$ cat src/rtl/lc3_trace_buffer.sv
// Instruction trace FIFO for the LC-3: captures {stamp, instruction} on every entry into FETCH.
// Define TRACE_BUFFER_OVERWRITE_EN to overwrite the oldest entry when full instead of dropping the new one.
module lc3_trace_buffer #(
    parameter int          DEPTH       = 16,
    parameter logic [5:0]  FETCH_STATE = 6'd18
) (
    input  logic                     clk,
    input  logic                     reset_n,
    input  logic [5:0]               currentState,
    input  logic [5:0]               nextState,
    input  logic [15:0]              instruction,
    input  logic                     clear,
    input  logic                     rdReady,
    output logic                     rdValid,
    output logic [31:0]              rdData,
    output logic [$clog2(DEPTH):0]   count,
    output logic                     overflow
);
    localparam int             AW       = $clog2(DEPTH);
    localparam logic [AW:0]    FULL_CNT = (AW+1)'(DEPTH);

    logic [15:0]   stamp_q;
    logic [AW-1:0] rd_ptr_q, rd_ptr_d;
    logic [AW-1:0] wr_ptr_q, wr_ptr_d;
    logic [AW:0]   count_q, count_d;
    logic          overflow_q, overflow_d;
    logic [31:0]   mem_q [DEPTH];

    logic capture;
    logic pop;
    logic full;
    logic do_write;

    // Nested ifs so an unknown state input falls through to "no event" in simulation.
    always_comb begin
        capture = 1'b0;
        if (nextState == FETCH_STATE) begin
            if (currentState != FETCH_STATE) begin
                capture = 1'b1;
            end
        end
    end

    // Read handshake: the head entry is consumed at a rising edge where rdValid && rdReady.
    assign full = (count_q == FULL_CNT);
    assign pop  = (count_q != '0) && rdReady;

    always_comb begin
        rd_ptr_d   = rd_ptr_q;
        wr_ptr_d   = wr_ptr_q;
        count_d    = count_q;
        overflow_d = overflow_q;
        do_write   = 1'b0;
        if (clear) begin
            rd_ptr_d   = '0;
            wr_ptr_d   = '0;
            count_d    = '0;
            overflow_d = 1'b0;
        end else begin
            if (pop) begin
                rd_ptr_d = rd_ptr_q + 1'b1;
            end
            if (capture && (!full || pop)) begin
                do_write = 1'b1;
                wr_ptr_d = wr_ptr_q + 1'b1;
                if (!pop) begin
                    count_d = count_q + 1'b1;
                end
            end else if (capture) begin
                overflow_d = 1'b1;
`ifdef TRACE_BUFFER_OVERWRITE_EN
                // Full: write slot equals head slot, so both pointers step together.
                do_write = 1'b1;
                wr_ptr_d = wr_ptr_q + 1'b1;
                rd_ptr_d = rd_ptr_q + 1'b1;
`endif
            end else if (pop) begin
                count_d = count_q - 1'b1;
            end
        end
    end

    always_ff @(posedge clk or negedge reset_n) begin
        if (!reset_n) begin
            stamp_q    <= '0;
            rd_ptr_q   <= '0;
            wr_ptr_q   <= '0;
            count_q    <= '0;
            overflow_q <= 1'b0;
            for (int i = 0; i < DEPTH; i++) begin
                mem_q[i] <= '0;
            end
        end else begin
            stamp_q    <= stamp_q + 1'b1;
            rd_ptr_q   <= rd_ptr_d;
            wr_ptr_q   <= wr_ptr_d;
            count_q    <= count_d;
            overflow_q <= overflow_d;
            if (do_write) begin
                mem_q[wr_ptr_q] <= {stamp_q, instruction};
            end
        end
    end

    assign rdValid  = (count_q != '0);
    assign rdData   = mem_q[rd_ptr_q];
    assign count    = count_q;
    assign overflow = overflow_q;

endmodule

$ cat config.mk
export PLATFORM = sky130hd
export DESIGN_NAME = lc3_trace_buffer
export DESIGN_NICKNAME = d
export VERILOG_FILES = /design/src/rtl/lc3_trace_buffer.sv
export SDC_FILE = /design/constraint.sdc
export NUM_CORES = 1
export LEC_CHECK = 0
export CAP_MARGIN = 10
export CORE_MARGIN = 4
export CORE_UTILIZATION = 25
export DETAILED_ROUTE_END_ITERATION = 8
export SYNTH_ARGS = -nofsm -noshare
export SYNTH_HDL_FRONTEND = slang
export SYNTH_SLANG_ARGS = --single-unit
$ cat constraint.sdc
create_clock -name clk -period 3.3 [get_ports clk]
set_clock_uncertainty 0.05 [all_clocks]
set_input_delay 0.33 -clock clk [delete_from_list [all_inputs] [get_ports clk]]
set_output_delay 0.33 -clock clk [all_outputs]
set_load 0.01 [all_outputs]
==> results by group <==
Outcome
  • Status: complete, no violations

Cells and area
  • Area of the multi-input gates: 11100 um2
  • Antenna diode count: 0
  • Final cell count without fillers: 3182
  • NumNets Final: 1824
  • Area grow syn2layout: 18.7%
  • Most common cell after layout, fill and taps aside: dfrtp_1
  • Ratio of cells with drive above 1 in the final layout: 42.4%
  • Commonest non-fill, non-tap cells in the layout: 538 x dfrtp_1, 412 x mux2_2, 95 x mux2i_1
  • Reg area: 13600 um2
  • Fillers: 9887

Hold path
  • Hold Crit Class: in -> async

Placement
  • Port-buffer cells: 70
  • DP Wirelength: 38.3 mm
  • Post-Place Cells: 3068
  • Worst slack, placed: 6.36 ps
  • Final GP Congestion: 0.740

Worst setup path
  • Crit path kind: reg -> out
  • CP startpoint kind: flip-flop
  • RR Startpoint: count[1]$_DFFE_PN0P_
  • Worst-path maximum fanout: 13
  • Critical path origin: rd_ptr_q[0]$_DFFE_PN0P_
  • Worst Reg-to-Reg Cells: 10
  • Crit path DAT: 2840 ps
  • Crit. End Element: output pin
  • Worst reg2reg path endpoint: count[4]$_DFFE_PN0P_
  • Critical Path End: rdData[4]
  • R2R setup slack: 410 ps
  • CP Data Required Time: 2920 ps

Die
  • Core area: 100000 um2
  • Starting density of the core: 25.2%
  • Die Y: 326 um
  • Cell Rows: 116
  • I/O pins: 71
  • Die X: 326 um
  • Die Area: 106000 um2

Global routing
  • Initial antenna violation count: 1
  • Total Routing Usage GR: 12.1%
  • First-pass GRT wire length: 101 mm
  • Gr ovfl total: 0
  • Vias in the first global route: 16100
  • Pin count of the biggest net entering global routing: 94

Power and ir drop
  • Seq pwr share: 43.1%
  • Internal power: 11700 uW
  • Leak: 0.0143 uW
  • Combinational power share: 16.7%
  • Sw Ratio: 25.9%
  • Clock group share of total power: 40.2%
  • Worst VDD drop: 0.452 mV
  • NetSw: 4100 uW
  • Pwr dens: 527 nW/um2

Timing
  • Final min period: 3220 ps
  • Slew @ Worst Pin: 714 ps
  • Final hold vios: 0
  • Slew margin rel.: 52.4%
  • Final worst path period share: 97.6%
  • Final setup margin: 80.4 ps
  • Max Slew Vio Count: 0
  • RSZ-0062 raised after global routing: true
  • Max frequency: 311 MHz
  • Final setup fails: 0

Flow run
  • Max-cap violations: 0

Detailed routing
  • Via density: 4.61
  • DR pass1 iterations: 4
  • Final Routed Wirelength: 64.9 mm
  • Met3 WL post-DR: 2.06 mm
  • WL/cell: 20.4 um
  • Highest metal used: met5
  • Iter 0 DRT Violations: 700
  • M1 WL: 28.7 mm
  • Antenna Violating Nets Remaining: 0
  • Remaining DRCs: 0
  • Vias: 14700
  • Met2 Wirelength: 32.5 mm

Clocking
  • Clock root cell: clkbuf_16
  • Worst-Skew Late Latency: 630 ps
  • Htree depth: 2
  • Num CTS Buffers: 57
  • Clock-pin transition on the worst setup and hold timing paths: 60 ps
  • CTS sink count: 542
  • Clock buffer depth: 3
  • CTS tree: built

Synthesis
  • Syn_area_per_cell: 14.6 um2
  • Syn Nets: 1775
  • Cell Area, Synth: 25300 um2
  • Yosys warning count: 0
  • Seq/Total Area, Yosys: 53.6%
  • Synth Instances: 1732
  • Synth unique cells: 43
  • Seq cells post-synth: 542
## metal layers
metal | vias to the layer above | global-route usage, %
met4 | 2 | 3.60
met5 | - | 0
li1 | 6441 | -
met2 | 229 | 20.9
met1 | 7893 | 15.7
met3 | 91 | 1.84
## worst min-delay path by stage
stage                     slack (ps)    start                endpoint  cells after the start
after floorplan                  -20  reset_n    count[0]$_DFFE_PN0P_                      0
after global placement           320  reset_n  mem_q[408]$_DFFE_PN0P_                      1
after detailed placement         340  reset_n  mem_q[152]$_DFFE_PN0P_                      1
after CTS                        270  reset_n  mem_q[152]$_DFFE_PN0P_                      2
after global routing             310  reset_n  mem_q[440]$_DFFE_PN0P_                      2
final                            250  reset_n  mem_q[152]$_DFFE_PN0P_                      2
## final cells by class
type,count,area share [%]
tap,1357,5.65
clock inverter,12,0.558
sequential,542,45.2
clock buffer,91,5.70
timing repair buffer,146,5.83
multi-input combinational,1029,37.1
inverter,5,0.0624
## power groups by stage
| stage | clock [uW] | combinational [uW] | sequential, uW |
|---|---|---|---|
| floorplan | 0 | 1390 | 6900 |
| global route | 6830 | 2820 | 6830 |
| detailed placement | 0 | 2290 | 6920 |
| finish | 6370 | 2640 | 6820 |
| CTS | 6560 | 2610 | 6820 |
| global placement | 0 | 2260 | 6920 |
## state kept, by name, summed over array words and instances, names as in the netlist
signal and count:
overflow 1, wr_ptr_q 4, stamp_q 16, count 5, rd_ptr_q 4, mem_q 512
## kinds of logic after synthesis
group,Yosys count,synth area share [%]
AO/OA/AOI/OAI,173,4.33
XOR/XNOR,22,0.761
adder cells (fa/ha/maj),11,0.573
buffers and inverters,161,3.14
flip-flops,542,53.6
multiplexers,709,35.2
AND/OR/NAND/NOR,114,2.39
## timing repair
| action | in CTS | in global routing |
|---|---|---|
| pin swaps | 1 | 1 |
| hold buffers | 1 | 0 |
| gates resized for setup | 54 | 23 |
| setup endpoints to repair | 31 | 11 |
| endpoints found under the hold margin | 71 | 0 |
| buffers inserted | 1 | 3 |
| gates cloned | 5 | 1 |
## synth_stat cells (all sizes together)
master	number	area, um2
inv	5	18.8
o21ai	65	325
nor4	1	6.26
xor2	9	78.8
and3	2	12.5
a41oi	1	8.76
and4	4	35.0
a21o	1	7.51
a211o	1	8.76
nand4	2	12.5
mux4	64	1440
nor2	19	71.3
nand2	42	158
a221oi	32	280
mux2i	96	961
nor4b	1	8.76
mux2	549	6520
nand2b	2	12.5
a21oi	38	190
nand3	24	175
fa	1	20.0
ha	10	125
a22oi	33	248
xnor2	13	114
dfrtp	542	13600
buf	71	453
clkbuf	85	323
nor3	2	10.0
or4	1	7.51
and2	2	13.8
a211oi	1	20.0
nor2b	11	68.8
o21a	1	7.51
or4b	1	13.8
## through the flow
| stage | util, % | cell area, um2 | TNS [ps] | power, uW | hold slack [ps] |
|---|---|---|---|---|---|
| CTS | 29.8 | 29900 | -407 | 16000 | 266 |
| global route | 30.0 | 30100 | -59.2 | 16500 | 311 |
| global placement | 27.7 | 27800 | -31.2 | 9180 | 320 |
| finish | 30.0 | 30100 | 0 | 15800 | 250 |
| floorplan | - | 25300 | 0 | 8290 | -15.6 |
| detailed placement | 27.7 | 27800 | 0 | 9220 | 337 |
## critical path, stage by stage, from the launching register on
cell	delay [ps]
dfrtp_4	550
buf_12	190
bufbuf_16	300
mux2i_1	150
a221oi_2	250
o21ai_0	130
nand2_1	110
clkdlybuf4s50_1	540
Note: power is estimated with default switching activity, not from simulation.
